--- src/rtl/mouse_cursor_tracker.sv ---
// mouse_cursor_tracker
//   Assembles 3-byte PS/2 mouse packets and integrates the signed movement
//   into a cursor clamped to the visible screen. Tracks a left-drag square
//   selection and emits single-cycle click / zoom / restore events.
//
// Ports
//   clk, rst_n                  clock, asynchronous active-low reset
//   rx_data[7:0], rx_valid      byte stream from the PS/2 receiver
//   mouse_en                    tracking enable; rising edge reloads cursor
//   cursor_x_orig/_y_orig[10:0] cursor position loaded on mouse_en rise
//   cursor_x/_y[10:0]           current cursor (y = 0 is the top row)
//   left_pos_x, bot_pos_y       selection left edge / bottom edge
//   sel_length[9:0]             selection side length
//   sel_active                  left drag in progress
//   mouse_click/zoom/restore    single-cycle event pulses
module mouse_cursor_tracker #(
  parameter int H_RES   = 800,
  parameter int V_RES   = 600,
  parameter int MIN_SEL = 4,
  parameter int TIMEOUT = 100000
) (
  input  logic        clk,
  input  logic        rst_n,
  input  logic [7:0]  rx_data,
  input  logic        rx_valid,
  input  logic        mouse_en,
  input  logic [10:0] cursor_x_orig,
  input  logic [10:0] cursor_y_orig,
  output logic [10:0] cursor_x,
  output logic [10:0] cursor_y,
  output logic [10:0] left_pos_x,
  output logic [10:0] bot_pos_y,
  output logic [9:0]  sel_length,
  output logic        sel_active,
  output logic        mouse_click,
  output logic        mouse_zoom,
  output logic        mouse_restore
);

  localparam int TW = $clog2(TIMEOUT + 1);
  localparam logic signed [12:0] X_MAX = 13'(H_RES - 1);
  localparam logic signed [12:0] Y_MAX = 13'(V_RES - 1);

  typedef enum logic [1:0] {ST_B0, ST_B1, ST_B2, ST_UPD} state_t;

  state_t      state_q, state_d;
  logic [TW-1:0] tmo_q, tmo_d;
  logic [7:0]  b0_q, b0_d, b1_q, b1_d, b2_q, b2_d;
  logic        en_prev_q;
  logic [10:0] cursor_x_q, cursor_x_d, cursor_y_q, cursor_y_d;
  logic [10:0] anchor_x_q, anchor_x_d, anchor_y_q, anchor_y_d;
  logic [10:0] left_pos_x_q, left_pos_x_d, bot_pos_y_q, bot_pos_y_d;
  logic [9:0]  sel_length_q, sel_length_d;
  logic        sel_active_q, sel_active_d;
  logic        left_hist_q, left_hist_d, right_hist_q, right_hist_d;
  logic        click_q, click_d, zoom_q, zoom_d, restore_q, restore_d;

  logic               en_rise;
  logic               left_btn, right_btn, ovf;
  logic signed [12:0] dx_s, dy_s, x_sum, y_sum;
  logic [10:0]        nx, ny;

  // Clamp a 13-bit signed coordinate to [0, hi] before narrowing to 11 bits.
  function automatic logic [10:0] clamp(input logic signed [12:0] v,
                                        input logic signed [12:0] hi);
    if (v < 13'sd0) return 11'd0;
    if (v > hi)     return hi[10:0];
    return v[10:0];
  endfunction

  // Square side = larger axis distance from the anchor, saturated to 10 bits.
  function automatic logic [9:0] sel_len(input logic [10:0] x, input logic [10:0] ax,
                                         input logic [10:0] y, input logic [10:0] ay);
    logic [10:0] ddx, ddy, m;
    ddx = (x >= ax) ? (x - ax) : (ax - x);
    ddy = (y >= ay) ? (y - ay) : (ay - y);
    m   = (ddx >= ddy) ? ddx : ddy;
    return (m > 11'd1023) ? 10'd1023 : m[9:0];
  endfunction

  assign en_rise   = mouse_en & ~en_prev_q;
  assign left_btn  = b0_q[0];
  assign right_btn = b0_q[1];
  assign ovf       = b0_q[6] | b0_q[7];
  assign dx_s      = {{4{b0_q[4]}}, b0_q[4], b1_q};
  assign dy_s      = {{4{b0_q[5]}}, b0_q[5], b2_q};
  assign x_sum     = $signed({2'b00, cursor_x_q}) + dx_s;
  // PS/2 positive dy is upward, screen y grows downward.
  assign y_sum     = $signed({2'b00, cursor_y_q}) - dy_s;
  assign nx        = ovf ? cursor_x_q : clamp(x_sum, X_MAX);
  assign ny        = ovf ? cursor_y_q : clamp(y_sum, Y_MAX);

  // Packet assembly: B0 must carry the always-one bit 3 to resync the stream.
  always_comb begin
    state_d = state_q;
    tmo_d   = tmo_q;
    b0_d    = b0_q;
    b1_d    = b1_q;
    b2_d    = b2_q;
    case (state_q)
      ST_B0: begin
        tmo_d = '0;
        if (rx_valid && rx_data[3]) begin
          b0_d    = rx_data;
          state_d = ST_B1;
        end
      end
      ST_B1: begin
        if (rx_valid) begin
          b1_d    = rx_data;
          tmo_d   = '0;
          state_d = ST_B2;
        end else if (tmo_q >= TW'(TIMEOUT - 1)) begin
          tmo_d   = '0;
          state_d = ST_B0;
        end else begin
          tmo_d = tmo_q + 1'b1;
        end
      end
      ST_B2: begin
        if (rx_valid) begin
          b2_d    = rx_data;
          tmo_d   = '0;
          state_d = ST_UPD;
        end else if (tmo_q >= TW'(TIMEOUT - 1)) begin
          tmo_d   = '0;
          state_d = ST_B0;
        end else begin
          tmo_d = tmo_q + 1'b1;
        end
      end
      default: begin
        tmo_d   = '0;
        state_d = ST_B0;
      end
    endcase
  end

  // Cursor / selection update and event generation.
  always_comb begin
    cursor_x_d   = cursor_x_q;
    cursor_y_d   = cursor_y_q;
    anchor_x_d   = anchor_x_q;
    anchor_y_d   = anchor_y_q;
    left_pos_x_d = left_pos_x_q;
    bot_pos_y_d  = bot_pos_y_q;
    sel_length_d = sel_length_q;
    sel_active_d = sel_active_q;
    left_hist_d  = left_hist_q;
    right_hist_d = right_hist_q;
    click_d      = 1'b0;
    zoom_d       = 1'b0;
    restore_d    = 1'b0;
    if (en_rise) begin
      // Reload wins over a packet update landing in the same cycle.
      cursor_x_d   = cursor_x_orig;
      cursor_y_d   = cursor_y_orig;
      left_hist_d  = 1'b0;
      right_hist_d = 1'b0;
      sel_active_d = 1'b0;
    end else if (!mouse_en) begin
      sel_active_d = 1'b0;
    end else if (state_q == ST_UPD) begin
      cursor_x_d   = nx;
      cursor_y_d   = ny;
      left_hist_d  = left_btn;
      right_hist_d = right_btn;
      if (right_btn && !right_hist_q) begin
        // Restore cancels any drag without producing click/zoom.
        restore_d    = 1'b1;
        sel_active_d = 1'b0;
      end else if (left_btn && !left_hist_q) begin
        anchor_x_d   = nx;
        anchor_y_d   = ny;
        sel_active_d = 1'b1;
        sel_length_d = 10'd0;
        left_pos_x_d = nx;
        bot_pos_y_d  = ny;
      end else if (sel_active_q && left_btn) begin
        sel_length_d = sel_len(nx, anchor_x_q, ny, anchor_y_q);
        left_pos_x_d = (nx < anchor_x_q) ? nx : anchor_x_q;
        bot_pos_y_d  = (ny > anchor_y_q) ? ny : anchor_y_q;
      end else if (sel_active_q && !left_btn) begin
        if (sel_length_q >= 10'(MIN_SEL)) zoom_d = 1'b1;
        else                              click_d = 1'b1;
        sel_active_d = 1'b0;
      end
    end
  end

  always_ff @(posedge clk or negedge rst_n) begin
    if (!rst_n) begin
      state_q      <= ST_B0;
      tmo_q        <= '0;
      b0_q         <= '0;
      b1_q         <= '0;
      b2_q         <= '0;
      en_prev_q    <= 1'b0;
      cursor_x_q   <= '0;
      cursor_y_q   <= '0;
      anchor_x_q   <= '0;
      anchor_y_q   <= '0;
      left_pos_x_q <= '0;
      bot_pos_y_q  <= '0;
      sel_length_q <= '0;
      sel_active_q <= 1'b0;
      left_hist_q  <= 1'b0;
      right_hist_q <= 1'b0;
      click_q      <= 1'b0;
      zoom_q       <= 1'b0;
      restore_q    <= 1'b0;
    end else begin
      state_q      <= state_d;
      tmo_q        <= tmo_d;
      b0_q         <= b0_d;
      b1_q         <= b1_d;
      b2_q         <= b2_d;
      en_prev_q    <= mouse_en;
      cursor_x_q   <= cursor_x_d;
      cursor_y_q   <= cursor_y_d;
      anchor_x_q   <= anchor_x_d;
      anchor_y_q   <= anchor_y_d;
      left_pos_x_q <= left_pos_x_d;
      bot_pos_y_q  <= bot_pos_y_d;
      sel_length_q <= sel_length_d;
      sel_active_q <= sel_active_d;
      left_hist_q  <= left_hist_d;
      right_hist_q <= right_hist_d;
      click_q      <= click_d;
      zoom_q       <= zoom_d;
      restore_q    <= restore_d;
    end
  end

  assign cursor_x      = cursor_x_q;
  assign cursor_y      = cursor_y_q;
  assign left_pos_x    = left_pos_x_q;
  assign bot_pos_y     = bot_pos_y_q;
  assign sel_length    = sel_length_q;
  assign sel_active    = sel_active_q;
  assign mouse_click   = click_q;
  assign mouse_zoom    = zoom_q;
  assign mouse_restore = restore_q;

endmodule
--- config.mk ---
export PLATFORM = sky130hd
export DESIGN_NAME = mouse_cursor_tracker
export DESIGN_NICKNAME = d
export VERILOG_FILES = /design/src/rtl/mouse_cursor_tracker.sv
export SDC_FILE = /design/constraint.sdc
export NUM_CORES = 1
export LEC_CHECK = 0
export CORE_ASPECT_RATIO = 1.75
export CORE_MARGIN = 1.5
export CORE_UTILIZATION = 59
export DETAILED_ROUTE_END_ITERATION = 8
export GPL_ROUTABILITY_DRIVEN = 0
export PLACE_DENSITY = 0.83
export SETUP_SLACK_MARGIN = 0.15
export SLEW_MARGIN = 40
export SYNTH_ARGS = -nofsm -noshare
export SYNTH_HDL_FRONTEND = slang
export SYNTH_SLANG_ARGS = --single-unit
--- constraint.sdc ---
create_clock -name clk -period 9.8 [get_ports clk]
set_input_delay 1.96 -clock clk [delete_from_list [all_inputs] [get_ports clk]]
set_output_delay 1.96 -clock clk [all_outputs]
set_load 0.01 [all_outputs]
==> results of run 1 <==
-- flip-flops by register name (all words and copies together) (netlist names), 6 cells and up --
| register | cells |
|---|---|
| anchor_x_q | 11 |
| anchor_y_q | 11 |
| b0_q | 6 |
| b1_q | 8 |
| b2_q | 8 |
| bot_pos_y | 11 |
| cursor_x | 11 |
| cursor_y | 11 |
| left_pos_x | 11 |
| sel_length | 10 |
| tmo_q | 17 |
-- kinds of logic (layout without fill, tap and decap cells) --
group                    after synthesis  after routing
XOR/XNOR                              41             41
buffers and inverters                135            226
AND/OR/NAND/NOR                      298            298
flip-flops                           124            124
multiplexers                          42             42
adder cells (fa/ha/maj)               88             88
AO/OA/AOI/OAI                        343            343
-- per-layer routing --
| layer | share of wire | wire length, um |
|---|---|---|
| met5 | 0 | 0 |
| met2 | 0.52 | 13700 |
| met4 | 0.072 | 1910 |
| met1 | 0.35 | 9360 |
| met3 | 0.059 | 1560 |
-- path summary, 6_finish.rpt --
kind                                 endpoint
max in group asynchronous         cursor_y[2]
worst min-delay path            left_pos_x[4]
worst max register to register  sel_length[6]
worst min register to register  left_pos_x[4]
worst max-delay path            sel_length[6]
min in group asynchronous       left_pos_x[9]
-- metrics by stage --
stage	util	setup WS [ns]	hold WS, ns
CTS	0.713	1.94	0.479
global placement	0.673	1.88	0.458
floorplan	-	2.95	0.447
finish	0.714	1.66	0.476
detailed placement	0.674	2.03	0.465
global route	0.714	1.07	0.493
-- placed cells by master (no fill, tap or decap), types with 6 or more instances in the layout --
| cell type | n |
|---|---|
| mux2i_1 | 12 |
| a21boi_0 | 6 |
| inv_1 | 95 |
| a21oi_1 | 82 |
| a211oi_1 | 13 |
| nand3_1 | 30 |
| a221oi_1 | 6 |
| xnor2_1 | 20 |
| nor2_1 | 95 |
| mux2_2 | 30 |
| nand2_1 | 77 |
| clkdlybuf4s50_1 | 90 |
| o21a_1 | 16 |
| fa_1 | 6 |
| and3_1 | 13 |
| a21o_1 | 29 |
| dfrtp_1 | 124 |
| clkbuf_16 | 17 |
| or3_1 | 6 |
| a22oi_1 | 14 |
| a31oi_1 | 6 |
| nand2b_1 | 10 |
| o21ai_0 | 73 |
| nor2b_1 | 15 |
| o21ai_1 | 6 |
| nor3_1 | 12 |
| o31a_1 | 8 |
| and2_1 | 7 |
| o31ai_1 | 6 |
| buf_4 | 7 |
| ha_1 | 82 |
| xor2_1 | 21 |
| o22ai_1 | 11 |
-- cell type report --
cell class                      count  area (sq um)  share of cell area
Sequential cell                   124          3100               0.282
Clock buffer                       18           439              0.0400
Timing Repair Buffer               99           976              0.0888
Inverter                           95           357              0.0325
Tap cell                          186           233              0.0212
Clock inverter                     14           159              0.0145
Multi-Input combinational cell    812          5720               0.521
-- worst max-delay path: cells and delay by family, from the launching register on --
kind            cells  cell delay (ns)
mux                 1             0.32
buf+inv             3             0.22
compound gates     12             3.68
fa+ha+maj           4             1.22
flops               1             0.38
xor+xnor            2             0.29
simple gates       10             1.85
==> results.toml, run 1 <==
[outcome]
status = "finished, final reports clean"

[synth]
yosysMostFrequentCell = "dfrtp_1"
synthTopCellsByArea = "dfrtp_1 33%, ha_1 11%, a21oi_1 4.5%"
synth.ff_latch_count = 124
yosys.area_share.xor_xnor = 0.0385
synth_edf_count = 0
synth_largest_area_cell = "dfrtp_1"
muxShareOfSynthArea = 0.0492
synth_fp_nets = 1193
synth_cell_types = 79
synth_top_area_frac = 0.333
synth_common_cells = "124 x dfrtp_1, 96 x nor2_1, 95 x inv_1"
synth-simple-area-share = 0.151
seq_area_frac_synth = 0.333
synth-main-ff-cell = "dfrtp_1"
synthArstFlopShare = 1.00
ys_warn_count = 0
syn_avg_cell_area_sq_um = 8.70
syn_area_sq_um = 9320
synthesis.instances = 1071
synth_compound_area_frac = 0.250
synth_top_family_by_area = "compound AO/OA/AOI/OAI gates"
synth_fa_ha_area_frac = 0.123

[die]
dieArea_sq_um = 16600
io_pins = 92
core-area_sq_um = 15400
die_y_um = 169
start_util = 0.605
die_x_um = 98.0
rows = 60

[worst_setup_path]
cp_data_required_time_ns = 10.07
reg2regPathDepth = 32
critPathKind = "reg2reg"
reg2reg_slack_ns = 1.66
start_kind = "flip-flop"
cp_slowest_cell = "a211oi_1"
cp.arrival_ns = 8.41
cpPeakStageDelay_ns = 0.55
rr_startpoint = "cursor_y[0]"
startpoint = "cursor_y[0]"
crit_path_end_kind = "flip-flop"
critPathMaxFanout = 18

[grt]
grt_pass1_wl_mm = 42.4
gr-usage-met1 = 0.339
met3_usage = 0.0424
met2_usage = 0.577
antenna_found_initial = 0
grt_max_degree = 64
grt_busiest_layer = "met2"
overflow = 0
first_global_vias = 8562
grt_usage = 0.320

[finish]
stdcell_count = 1348
design_area_sq_um = 11000
antennaDiodeCount = 0
syn2layout_area_growth_pct = 17.9
fillers = 1182
finalNetCount = 1271
layout-drive-gt1-share = 0.0818

[clock_tree]
htreeDepth = 4
clock_latency_ns = 0.43
cts_root_buffer = "clkbuf_16"
max-clock-path-buffers = 2
post_cts_buffers = 0
cts_resized = 0
clk_pin_slew_ns = 0.06
cts-buffers-inserted = 17
cts_tree = "built"
holdBufCountCts = 0
cts_sinks = 124

[timing]
worst_pin_slew_ns = 0.886
setup_viol = 0
slew_headroom = 0.402
rsz0062_at_grt = "no"
setup_tns_ns = 0
drv_slew = 0
finClkSkew_ns = 0.0135
fin_crit_sh = 0.830
fin_crit_ns = 8.14
finalHoldViolCount = 0
max_clock_freq_mhz = 123

[placed_design]
hpwlAfterDp_mm = 19.8
placed_cell_area_sq_um = 10400
port_buffers = 91
dp_cells = 1316

[routing]
routedWlPerCell_um = 19.7
vias_per_cell = 6.41
drtAntennaViolNets = 0
drc = 0
drtPass1Iterations = 5
via_count = 8640
wl_mm = 26.5
first_iter_violations = 589

[hold_path]
hp-class = "reg2reg"
hold_depth = 1
hp-start = "left_pos_x[4]"

[flow_run]
drv_cap = 0
Power of run 1 is left out: the tool's default activity adds up to more than one toggle a clock period on the data nets, which glitch-free logic cannot reach.
==> run 2: changes to the inputs <==
--- a/config.mk
+++ b/config.mk
@@ -7,10 +7,10 @@
 export LEC_CHECK = 0
 export CORE_ASPECT_RATIO = 1.75
 export CORE_MARGIN = 1.5
-export CORE_UTILIZATION = 59
+export CORE_UTILIZATION = 53
 export DETAILED_ROUTE_END_ITERATION = 8
 export GPL_ROUTABILITY_DRIVEN = 0
-export PLACE_DENSITY = 0.83
+export PLACE_DENSITY = 0.79
 export SETUP_SLACK_MARGIN = 0.15
 export SLEW_MARGIN = 40
 export SYNTH_ARGS = -nofsm -noshare
==> constraint.sdc (replaced) <==
create_clock -name clk -period 6.84 [get_ports clk]
set_input_delay 1.368 -clock clk [delete_from_list [all_inputs] [get_ports clk]]
set_output_delay 1.368 -clock clk [all_outputs]
set_load 0.01 [all_outputs]
==> run 2 against run 1 <==
  * Sequential share of layout area is 3.2 points lower
  * Worst hold slack worse by 0.0021 ns
  * Fmax is 23% higher
  * Register-to-register slack worse by 1.4 ns
  * Cell area is 13% higher
  * Highest routed layer unchanged
==> results.toml, run 2 (synthesis gave the netlist of run 1 again) <==
[finish]
finalNetCount = 1368
largest_reg_flops = 17
most-common-layout-cells = "124 x dfrtp_1, 100 x buf_4, 93 x inv_1, 91 x nor2_1, 90 x clkdlybuf4s50_1"
layout-drive-gt1-share = 0.222
design_area_sq_um = 12400
antennaDiodeCount = 0
syn2layout_area_growth_pct = 32.9
layout_commonest_cell = "dfrtp_1"
largest-register = "tmo_q"

[hold_path]
whs_endpoint = "bot_pos_y[9]"
hp-class = "reg2reg"
hp-start = "bot_pos_y[9]"
hold_depth = 1

[grt]
grt_usage = 0.321
grt_pass1_wl_mm = 45.1
first_global_vias = 9052
grt_max_degree = 68
antenna_found_initial = 0
overflow = 0

[timing]
slew_headroom = 0.348
max_clock_freq_mhz = 151
fin_crit_ns = 6.62
fin_crit_sh = 0.968
worst_pin_slew_ns = 0.978
drv_slew = 0
finalHoldViolCount = 0
finClkSkew_ns = 0.0106
setup_viol = 0

[worst_setup_path]
crit_top_cell = "buf_4"
cp_data_required_time_ns = 7.19
start_kind = "flip-flop"
rr_startpoint = "cursor_y[0]"
cp_slowest_cell = "or3_1"
startpoint = "cursor_y[0]"
cp.arrival_ns = 6.97
timing.rr.end = "sel_length[6]"
crit_path_end_kind = "flip-flop"
cpPeakStageDelay_ns = 0.48
critPathKind = "reg2reg"
critPathMaxFanout = 9
reg2regPathDepth = 30
reg2reg_slack_ns = 0.22

[routing]
routedWlPerCell_um = 21.0
drtAntennaViolNets = 0
drc = 0
first_iter_violations = 748
via_count = 9396
drtPass1Iterations = 6
vias_per_cell = 6.31
wl_mm = 31.3

[clock_tree]
max-clock-path-buffers = 2
cts_tree = "built"
cts_root_buffer = "clkbuf_16"
cts-buffers-inserted = 17
clock_latency_ns = 0.44
htreeDepth = 4
holdBufCountCts = 0
cts_sinks = 124
clk_pin_slew_ns = 0.07

[die]
rows = 64
die_x_um = 103
dieArea_sq_um = 18400
io_pins = 92
start_util = 0.536
core-area_sq_um = 17400
die_y_um = 178

[flow_run]
drv_cap = 0

[placed_design]
placed_cell_area_sq_um = 11000
hpwlAfterDp_mm = 21.2
port_buffers = 91

[outcome]
status = "finished, final reports clean"
==> run 2: per-layer routing <==
metal  routed length [um]  track usage  vias to the layer above  share of wire
met5                    0            0                        -              0
met2                16300        0.567                      505           0.52
met4                 2430        0.220                        0          0.078
met1                10700        0.338                     4493           0.34
li1                     -            -                     4202              -
met3                 1890       0.0560                      196          0.060
==> run 2: critical path, delay by kind of cell (launching register included) <==
family / cells / cell delay [ns]
and+or+nand+nor: 7 / 1.27
muxes: 1 / 0.31
adders and majority gates: 4 / 1.21
buffers and inverters: 5 / 0.68
AOI/OAI and AO/OA: 12 / 2.38
DFF: 1 / 0.42
xor gates and xnor gates: 1 / 0.26
==> run 2: worst max path at each step <==
stage | cells after the start | slack [ns] | to
6_report | 30 | 0.22 | sel_length[6]
5_1_grt | 31 | -0.05 | sel_length[6]
4_1_cts | 29 | 0.15 | sel_length[6]
3_5_place_dp | 30 | -0.18 | sel_length[6]
3_3_place_gp | 30 | -0.05 | sel_length[6]
2_1_floorplan | 33 | 0.18 | sel_length[6]
==> run 2: area by class of cell <==
type,count,area (sq um)
Multi-Input combinational cell,813,6300
Fill cell,1219,4990
Sequential cell,124,3100
Timing Repair Buffer,195,1710
Clock buffer,20,467
Inverter,95,357
Tap cell,231,289
Clock inverter,12,163
==> run 2: what timing repair did <==
action	4_1_cts	5_1_grt
resized for setup	21	110
hold endpoints to repair	0	0
pin swaps	5	27
setup buffers	7	17
setup endpoints to repair	10	10
cloned	0	2
==> run 2: per-stage QoR <==
| step | hold slack (ns) | util | instances | worst slack (ns) | TNS (ns) |
|---|---|---|---|---|---|
| final | 0.474 | 0.713 | 1490 | 0.219 | 0 |
| after global routing | 0.490 | 0.713 | 1490 | -0.0541 | -0.0672 |
| after CTS | 0.478 | 0.675 | 1471 | 0.151 | 0 |
| after detailed placement | 0.465 | 0.631 | 1432 | -0.181 | -0.817 |
| after global placement | 0.458 | 0.631 | 1432 | -0.0474 | -0.0547 |
| after floorplan | 0.447 | - | 1071 | 0.178 | 0 |
Power of run 2 is left out for the same reason.
